## src/rtl/mfp_uart_tx_pkg.sv

```systemverilog
// Shared UART constants: state encodings, default line settings and frame format.
// The receive side imports the same package so both ends agree on baud and framing.
package mfp_uart_tx_pkg;

  typedef enum logic [1:0] {
    MFP_UART_IDLE  = 2'd0,
    MFP_UART_START = 2'd1,
    MFP_UART_DATA  = 2'd2,
    MFP_UART_STOP  = 2'd3
  } mfp_uart_state_e;

  localparam int MFP_UART_CLK_HZ     = 50_000_000;
  localparam int MFP_UART_BAUD       = 115_200;
  localparam int MFP_UART_FRAME_BITS = 10;

  // Bit period in clocks, rounded to nearest.
  function automatic int mfp_uart_div(input int clk_hz, input int baud);
    return (clk_hz + baud / 2) / baud;
  endfunction

endpackage

```

## src/rtl/mfp_uart_tx_fifo.sv

```systemverilog
// Byte FIFO for the UART transmitter; pointers wrap naturally on a power-of-2 depth.
module mfp_uart_tx_fifo
  import mfp_uart_tx_pkg::*;
#(
  parameter int DEPTH = 4
) (
  input  logic                         HCLK,
  input  logic                         HRESET,
  input  logic                         push,
  input  logic                         pop,
  input  logic [7:0]                   wr_data,
  output logic [7:0]                   rd_data,
  output logic [$clog2(DEPTH+1)-1:0]   count,
  output logic                         full,
  output logic                         empty
);

  localparam int AW = $clog2(DEPTH);
  localparam int CW = $clog2(DEPTH + 1);

  logic [7:0]    mem [DEPTH];
  logic [AW-1:0] wr_ptr;
  logic [AW-1:0] rd_ptr;
  logic          do_push;
  logic          do_pop;

  assign full    = (count == CW'(DEPTH));
  assign empty   = (count == '0);
  assign do_push = push && !full;
  assign do_pop  = pop && !empty;
  assign rd_data = mem[rd_ptr];

  always_ff @(posedge HCLK or posedge HRESET) begin
    if (HRESET) begin
      wr_ptr <= '0;
      rd_ptr <= '0;
      count  <= '0;
    end else begin
      if (do_push) wr_ptr <= wr_ptr + 1'b1;
      if (do_pop)  rd_ptr <= rd_ptr + 1'b1;
      case ({do_push, do_pop})
        2'b10:   count <= count + 1'b1;
        2'b01:   count <= count - 1'b1;
        default: count <= count;
      endcase
    end
  end

  // Storage needs no reset; count gates every read.
  always_ff @(posedge HCLK) begin
    if (do_push) mem[wr_ptr] <= wr_data;
  end

endmodule

```

## src/rtl/mfp_uart_tx.sv

```systemverilog
// Buffered 8N1 UART transmitter: valid/ready byte input, FIFO, LSB-first serializer.
//   state | meaning
//   IDLE  | line high, waiting for a queued byte
//   START | start bit (low) for one bit period
//   DATA  | eight data bits, LSB first
//   STOP  | stop bit (high); may chain straight into the next START
module mfp_uart_tx
  import mfp_uart_tx_pkg::*;
#(
  parameter int CLK_HZ     = MFP_UART_CLK_HZ,
  parameter int BAUD       = MFP_UART_BAUD,
  parameter int FIFO_DEPTH = 4
) (
  input  logic                              HCLK,
  input  logic                              HRESET,
  input  logic [7:0]                        tx_data,
  input  logic                              tx_valid,
  output logic                              tx_ready,
  output logic                              UART_TX,
  output logic                              busy,
  output logic [$clog2(FIFO_DEPTH+1)-1:0]   fifo_count
);

  localparam int DIV = mfp_uart_div(CLK_HZ, BAUD);
  localparam int BW  = (DIV > 1) ? $clog2(DIV) : 1;
  localparam logic [BW-1:0] LAST = BW'(DIV - 1);

  mfp_uart_state_e state;
  logic [BW-1:0]   baud_cnt;
  logic [2:0]      bit_idx;
  logic [7:0]      shift;
  logic [7:0]      fifo_rd;
  logic            fifo_full;
  logic            fifo_empty;
  logic            pop;
  logic            tick;

  assign tick     = (baud_cnt == LAST);
  assign pop      = !fifo_empty &&
                    ((state == MFP_UART_IDLE) || (state == MFP_UART_STOP && tick));
  assign tx_ready = !fifo_full;
  assign busy     = (state != MFP_UART_IDLE) || !fifo_empty;

  mfp_uart_tx_fifo #(.DEPTH(FIFO_DEPTH)) u_fifo (
    .HCLK    (HCLK),
    .HRESET  (HRESET),
    .push    (tx_valid),
    .pop     (pop),
    .wr_data (tx_data),
    .rd_data (fifo_rd),
    .count   (fifo_count),
    .full    (fifo_full),
    .empty   (fifo_empty)
  );

  // UART_TX is registered from the current state, so the line lags the state by one cycle.
  always_ff @(posedge HCLK or posedge HRESET) begin
    if (HRESET) begin
      state    <= MFP_UART_IDLE;
      baud_cnt <= '0;
      bit_idx  <= '0;
      shift    <= '0;
      UART_TX  <= 1'b1;
    end else begin
      baud_cnt <= tick ? '0 : baud_cnt + 1'b1;
      case (state)
        MFP_UART_IDLE: begin
          UART_TX  <= 1'b1;
          baud_cnt <= '0;
          if (!fifo_empty) begin
            shift <= fifo_rd;
            state <= MFP_UART_START;
          end
        end
        MFP_UART_START: begin
          UART_TX <= 1'b0;
          if (tick) begin
            bit_idx <= '0;
            state   <= MFP_UART_DATA;
          end
        end
        MFP_UART_DATA: begin
          UART_TX <= shift[0];
          if (tick) begin
            shift   <= shift >> 1;
            bit_idx <= bit_idx + 1'b1;
            if (bit_idx == 3'd7) state <= MFP_UART_STOP;
          end
        end
        MFP_UART_STOP: begin
          UART_TX <= 1'b1;
          if (tick) begin
            if (!fifo_empty) begin
              shift <= fifo_rd;
              state <= MFP_UART_START;
            end else begin
              state <= MFP_UART_IDLE;
            end
          end
        end
        default: state <= MFP_UART_IDLE;
      endcase
    end
  end

endmodule
```

## config.mk

```make
export PLATFORM = sky130hd
export DESIGN_NAME = mfp_uart_tx
export DESIGN_NICKNAME = d
export VERILOG_FILES = /design/src/rtl/mfp_uart_tx_pkg.sv /design/src/rtl/mfp_uart_tx_fifo.sv /design/src/rtl/mfp_uart_tx.sv
export SDC_FILE = /design/constraint.sdc
export NUM_CORES = 1
export LEC_CHECK = 0
export ABC_AREA = 1
export CAP_MARGIN = 10
export CORE_AREA = 2 2 90 83
export DETAILED_ROUTE_END_ITERATION = 10
export DIE_AREA = 0 0 92 85
export SETUP_SLACK_MARGIN = 0.1
export SLEW_MARGIN = 10
export SYNTH_ARGS = -nofsm -noshare
export SYNTH_HDL_FRONTEND = slang
export SYNTH_SLANG_ARGS = --single-unit
```

## constraint.sdc

```tcl
create_clock -name HCLK -period 6.5 [get_ports HCLK]
set_input_delay 0.65 -clock HCLK [delete_from_list [all_inputs] [get_ports HCLK]]
set_output_delay 0.65 -clock HCLK [all_outputs]
set_load 0.03 [all_outputs]
```

[After elaboration in Yosys (flattened, before gate mapping)]
Memories as Yosys holds them, arrays and structs flattened.
Index checks and enable logic that the tools add are counted.
Cells by class
  add/sub/neg operators: 6
  eq/ne operators: 13
  mux-type cells: 20
  reductions and logical operators: 18
Operators by type and width (count)
  8-bit 2-to-1 mux: 3
  8-bit one-hot mux with 3 select lines: 1
  9-bit 2-to-1 mux: 2
  3-bit one-hot mux with 2 select lines: 2
  2-bit 2-to-1 mux: 5
  2-bit inequality test, second input constant: 5
  9-bit by 1-bit adder with 9-bit output, second input constant: 1
  9-bit equality test, second input constant: 1
  2-bit one-hot mux with 4 select lines: 1
  3-bit by 1-bit adder with 3-bit output, second input constant: 2
  2-bit equality test, second input constant: 3
  3-bit equality test, second input constant: 2
  3-bit 2-to-1 mux: 2
  3-bit AND reduction: 2
  2-bit nonzero test: 3
  5-bit AND reduction: 1
  2-bit by 1-bit adder with 2-bit output, second input constant: 2
  2-bit by 1-bit equality test with 1-bit output, second input constant: 2
  1-bit logical AND: 4
  3-bit zero test: 1
  1-bit 2-to-1 mux: 3
  1-bit one-hot mux with 3 select lines: 1
  3-bit nonzero test: 1
  3-bit by 1-bit subtractor with 3-bit output, second input constant: 1
  4 further kinds: 6
Word-level totals
  flip-flop bits (word level): 30
  memory bits (writable): 32
  bits of input ports: 11
  output and inout port bits: 6
  word-level logic and storage cells: 66
  memories kept: 1
Memory list
  u_fifo.mem: words 4, bits a word 8, read ports 1, clocked after Yosys merged registers in 0, wr ports 1, RTL line mfp_uart_tx_fifo.sv:21  | logic [7:0] mem [DEPTH];

[Logic depth before layout (Yosys ltp)]
  depth after elaboration: 7
  gate-level depth with buffers: 14
  mapped depth without buffers: 13

[Modules after synthesis]
From an unflattened synthesis, not the netlist that was laid out.
Second synthesis, totals
  cell total of the unflattened synthesis: 332
  area total of the unflattened synthesis: 3121.7 um^2
Modules (own cells, without submodules)
  mfp_uart_tx_fifo: instances 1, cells an instance 155, area an instance 1755.4 um^2, sequential area each 1136.1 um^2
  mfp_uart_tx: instances 1, cells an instance 177, area an instance 1366.3 um^2, sequential area each 576.8 um^2

[Worst setup path before layout]
OpenSTA, ideal clock, no wires.
  path kind: register -> register
  start point: reg u_fifo.count[0]
  end point: reg u_fifo.count[2]
  library setup time: 0.131 ns
  arrival time: 2.099 ns
  required time: 6.369 ns
  path slack: 4.270 ns
  stages on the path, launching flop included: 9
  buffers on the path: 0
  clock period less this slack: 2.230 ns
  cell sequence: dfrtp_1 -> nor2_1 -> nand2_1 -> nand2_2 -> ha_1 -> fa_1 -> a21oi_1 -> o21ai_0 -> xor2_1
Between the ends
  elaborated cells between the ends (all ways): 13
  those cells by class: add/sub (2); eq/ne (3); mux (1); reduce/logical (7)
RTL lines
  from (decl): RTL line mfp_uart_tx_fifo.sv:13  | output logic [$clog2(DEPTH+1)-1:0] count,
  from (signal assigned): RTL line mfp_uart_tx_fifo.sv:42  | 2'b10: count <= count + 1'b1;
  from (signal assigned): RTL line mfp_uart_tx_fifo.sv:43  | 2'b01: count <= count - 1'b1;
  from (signal assigned): RTL line mfp_uart_tx_fifo.sv:44  | default: count <= count;
  3-bit equality test *: RTL line mfp_uart_tx_fifo.sv:27  | assign full = (count == CW'(DEPTH));
  1-bit zero test *
  via tx_ready: RTL line mfp_uart_tx.sv:18  | output logic tx_ready,
  1-bit logical AND *: RTL line mfp_uart_tx_fifo.sv:29  | assign do_push = push && !full;
  2-bit by 1-bit equality test with 1-bit output or 2-bit equality test (tied branches): RTL line mfp_uart_tx_fifo.sv:41  | case ({do_push, do_pop})
  3-bit one-hot mux with 2 select lines or 2-bit nonzero test (tied branches)
The timed path passes the listed nets; every way through them passes the cells marked *.
A chain may end at the register's enable or synchronous reset.

[Final worst setup path]
  start point: reg state[0]
  end point: out busy
Between the ends
  longest elaborated chain between the ends: 2
Ends and longest elaborated chain
  from (decl): RTL line mfp_uart_tx.sv:28  | mfp_uart_state_e state;
  from (signal assigned): RTL line mfp_uart_tx.sv:59  | state <= MFP_UART_IDLE;
  from (signal assigned): RTL line mfp_uart_tx.sv:72  | state <= MFP_UART_START;
  from (signal assigned): RTL line mfp_uart_tx.sv:79  | state <= MFP_UART_DATA;
  2-bit nonzero test: RTL line mfp_uart_tx.sv:42  | assign busy = (state != MFP_UART_IDLE) || !fifo_empty;
  1-bit logical OR: RTL line mfp_uart_tx.sv:42
  to (decl): RTL line mfp_uart_tx.sv:20  | output logic busy,
Every way passes these cells.

==> metrics.md <==
| Metric | Value |
|---|---|
| Status | finished, final reports clean |
| Ant diodes | 0 |
| Leak | 1.59 nW |
| Initial Util | 43.8% |
| Setup TNS | 0 ns |
| Initial DRC Count | 92 |
| Cells after Synth | 310 |
| Setup Viol. Count Final | 0 |
| CP Data Arrival Time | 2.00 ns |
| Overall Power | 0.00103 W |
| Critical path startpoint | state[0] |
| Die X | 92 um |
| Comb pwr share | 16.5% |
| Die ar. | 7820 um2 |
| Vias per inst | 4.71 |
| Initial antenna violation count | 0 |
| Seq/Total Area, Yosys | 56.7% |
| Clk sinks | 62 |
| Sequential group share of total power | 48.2% |
| Cell Pwr Density | 298 nW/um2 |
| CP Class | flop to output port |
| P_sw | 0.000282 W |
| P_int | 0.000753 W |
| Layout cells sized above 1 | 10.7% |
| Post-route minimum period | 2.65 ns |
| CTS clock-pin slew for the worst setup and hold paths | 0.07 ns |
| Final ANT Viol Nets | 0 |
| Min Hold Slack | 0.480 ns |
| MaxCap Viol Count | 0 |
| Slew margin rel. | 47.1% |
| Fmax | 377 MHz |
| Setup Skew | 0.00656 ns |
| Worst skew pair latency | 0.34 ns |
| WP data required | 5.85 ns |
| Area Growth Syn to Fin | 14.9% |
| Measured slew at the worst slew-check pin | 0.790 ns |
| Largest net degree at the start of global routing | 31 |
| Total gr overflow | 0 |
| Syn Nets | 337 |
| CTS Root Buffer Type | clkbuf_8 |
| Setup Buffers After CTS | 0 |
| Port bufs | 16 |
| CP Capture Type | output port |
| First-pass GRT wire length | 9590 um |
| Via count | 2021 |
| Hold Fails Final Rpt | 0 |
| Clk pwr share | 35.3% |
| DR WL/cell | 12.3 um |
| Clock tree from TritonCTS | done |
| # H-tree levels | 3 |
| Worst hold path type | flop to flop |
| Vias in the first global route | 2023 |
| Worst reg2reg startpoint | state[0] |
| FF+latch count, synth | 62 |
| Drt drc | 0 |
| Post-cts sizing count | 0 |
| Synthesized area | 3020 um2 |
| Die Y-Extent | 85 um |
| Final WL | 5290 um |
| Switch share | 27.3% |
| Crit path max fanout | 6 |
| Startpoint Class | flop |
| Post-Syn Area per Cell | 9.75 um2 |
| Hold wc startpoint | shift[7] |
| I/O pin count | 17 |
| Final net count | 358 |
| Row cnt | 29 |
| Fillcell total | 656 |
| Gpl congestion | 0.795 |
| Post-DP HPWL | 3700 um |
| Drt pass-1 iters | 4 |
| Core Area | 6890 um2 |
| Post-synthesis cell type count | 31 |
| Ys Warns | 0 |
| Final period util | 40.8% |
| Peak VDD IR | 0.000253 V |
| RSZ-0062 raised after global routing | false |
| Slew Limit Fails | 0 |
| Num CTS Buffers | 9 |
| Gr usage total | 15.9% |
| Hold buffer count at cts | 0 |
| Clock buffer depth | 2 |
==> critical path: stages, from the launching register on <==
cell             delay [ns]
dfrtp_1                0.45
inv_1                  0.12
ha_1                   0.25
nand3_1                0.14
clkdlybuf4s50_1        0.68
==> layout by cell type, fill, tap and decap left out, types with 2 or more instances in the layout <==
cell,netlist,routed
dfrtp_1,29,29
clkbuf_8,0,9
o21ai_0,2,2
nand2_1,97,97
bufinv_16,0,2
ha_1,15,15
clkinvlp_4,0,3
nor2_1,18,18
nand3_1,38,38
inv_2,3,3
nand2_4,5,5
a21oi_1,7,7
o21ai_1,4,4
xor2_1,3,3
nor2_4,2,2
nand2_2,4,4
clkdlybuf4s50_1,0,16
edfxtp_1,32,32
xnor2_1,2,2
inv_1,31,31
==> power groups by stage <==
stage / registers [W] / logic, W / clock network [W]
6_report: 0.000499 / 0.000171 / 0.000365
5_1_grt: 0.000505 / 0.000194 / 0.000392
4_1_cts: 0.000499 / 0.000176 / 0.000375
3_5_place_dp: 0.000507 / 0.000175 / 0
3_3_place_gp: 0.000506 / 0.000173 / 0
2_1_floorplan: 0.000521 / 0.0000956 / 0
==> routing by layer <==
| metal | vias up | track usage (%) | share of wire [%] |
|---|---|---|---|
| li1 | 1038 | - | - |
| met1 | 946 | 20.7 | 49 |
| met2 | 30 | 24.9 | 46 |
| met3 | 7 | 5.60 | 4.1 |
| met4 | 0 | 5.29 | 1.3 |
| met5 | - | 0 | 0 |
==> path summary, 6_finish.rpt <==
path	cells after the start	slack [ns]	end
max in group asynchronous	3	5.49	UART_TX
worst max register to register	11	4.11	u_fifo.count[2]
worst max-delay path	4	3.85	busy
worst min register to register	2	0.48	shift[7]
worst min-delay path	2	0.48	shift[7]
min in group asynchronous	3	0.68	u_fifo.wr_ptr[0]
==> sequential cells by signal, indices dropped and copies added, names as in the netlist <==
name,cells
u_fifo.mem,32
baud_cnt,9
shift,8
bit_idx,3
u_fifo.count,3
state,2
u_fifo.rd_ptr,2
u_fifo.wr_ptr,2
UART_TX,1
==> metrics by stage <==
step / cell area (um2) / worst slack, ns / util [%] / instances
floorplan: 3020 / 4.27 / - / 310
global placement: 3260 / 4.11 / 47.2 / 413
detailed placement: 3260 / 4.09 / 47.2 / 413
CTS: 3470 / 3.85 / 50.4 / 429
global route: 3470 / 3.76 / 50.4 / 429
finish: 3470 / 3.85 / 50.4 / 429
==> cell usage after synthesis <==
cell | count | area (um2)
nand2_1 | 97 | 364
nand3_1 | 38 | 190
edfxtp_1 | 32 | 961
inv_1 | 31 | 116
dfrtp_1 | 29 | 726
nor2_1 | 18 | 67.6
ha_1 | 15 | 188
a21oi_1 | 7 | 35.0
nand2_4 | 5 | 56.3
nand2_2 | 4 | 25.0
o21ai_1 | 4 | 20.0
buf_2 | 3 | 15.0
inv_2 | 3 | 11.3
xor2_1 | 3 | 26.3
buf_4 | 2 | 15.0
nor2_4 | 2 | 22.5
o21ai_0 | 2 | 10.0
xnor2_1 | 2 | 17.5
a21oi_4 | 1 | 16.3
buf_8 | 1 | 15.0
clkbuf_1 | 1 | 3.75
dfstp_2 | 1 | 26.3
fa_1 | 1 | 20.0
mux2_2 | 1 | 11.3
nand2_8 | 1 | 20.0
nand4_1 | 1 | 6.26
nor2_2 | 1 | 6.26
nor3_1 | 1 | 5.00
nor3_2 | 1 | 10.0
o211ai_1 | 1 | 7.51
o21a_1 | 1 | 7.51
==> cells by family (layout without fill, tap and decap cells) <==
kind of cell               after synthesis  after routing  share of synthesized area (%)
and+or+nand+nor                        169            169                           25.6
adders and majority gates               16             16                           6.87
muxes                                    1              1                          0.373
xor gates and xnor gates                 5              5                           1.45
buffers and inverters                   41             67                           5.84
AOI/OAI and AO/OA                       16             16                           3.19
DFF                                     62             62                           56.7
==> cell type report <==
cell class | instances | area [um2] | share of cell area [%]
Sequential cell | 62 | 1710 | 49.3
Multi-Input combinational cell | 207 | 1130 | 32.6
Timing Repair Buffer | 17 | 168 | 4.83
Clock buffer | 10 | 128 | 3.68
Inverter | 34 | 128 | 3.68
Tap cell | 93 | 116 | 3.35
Clock inverter | 6 | 87.6 | 2.52
(Power assumes the default switching activity.)
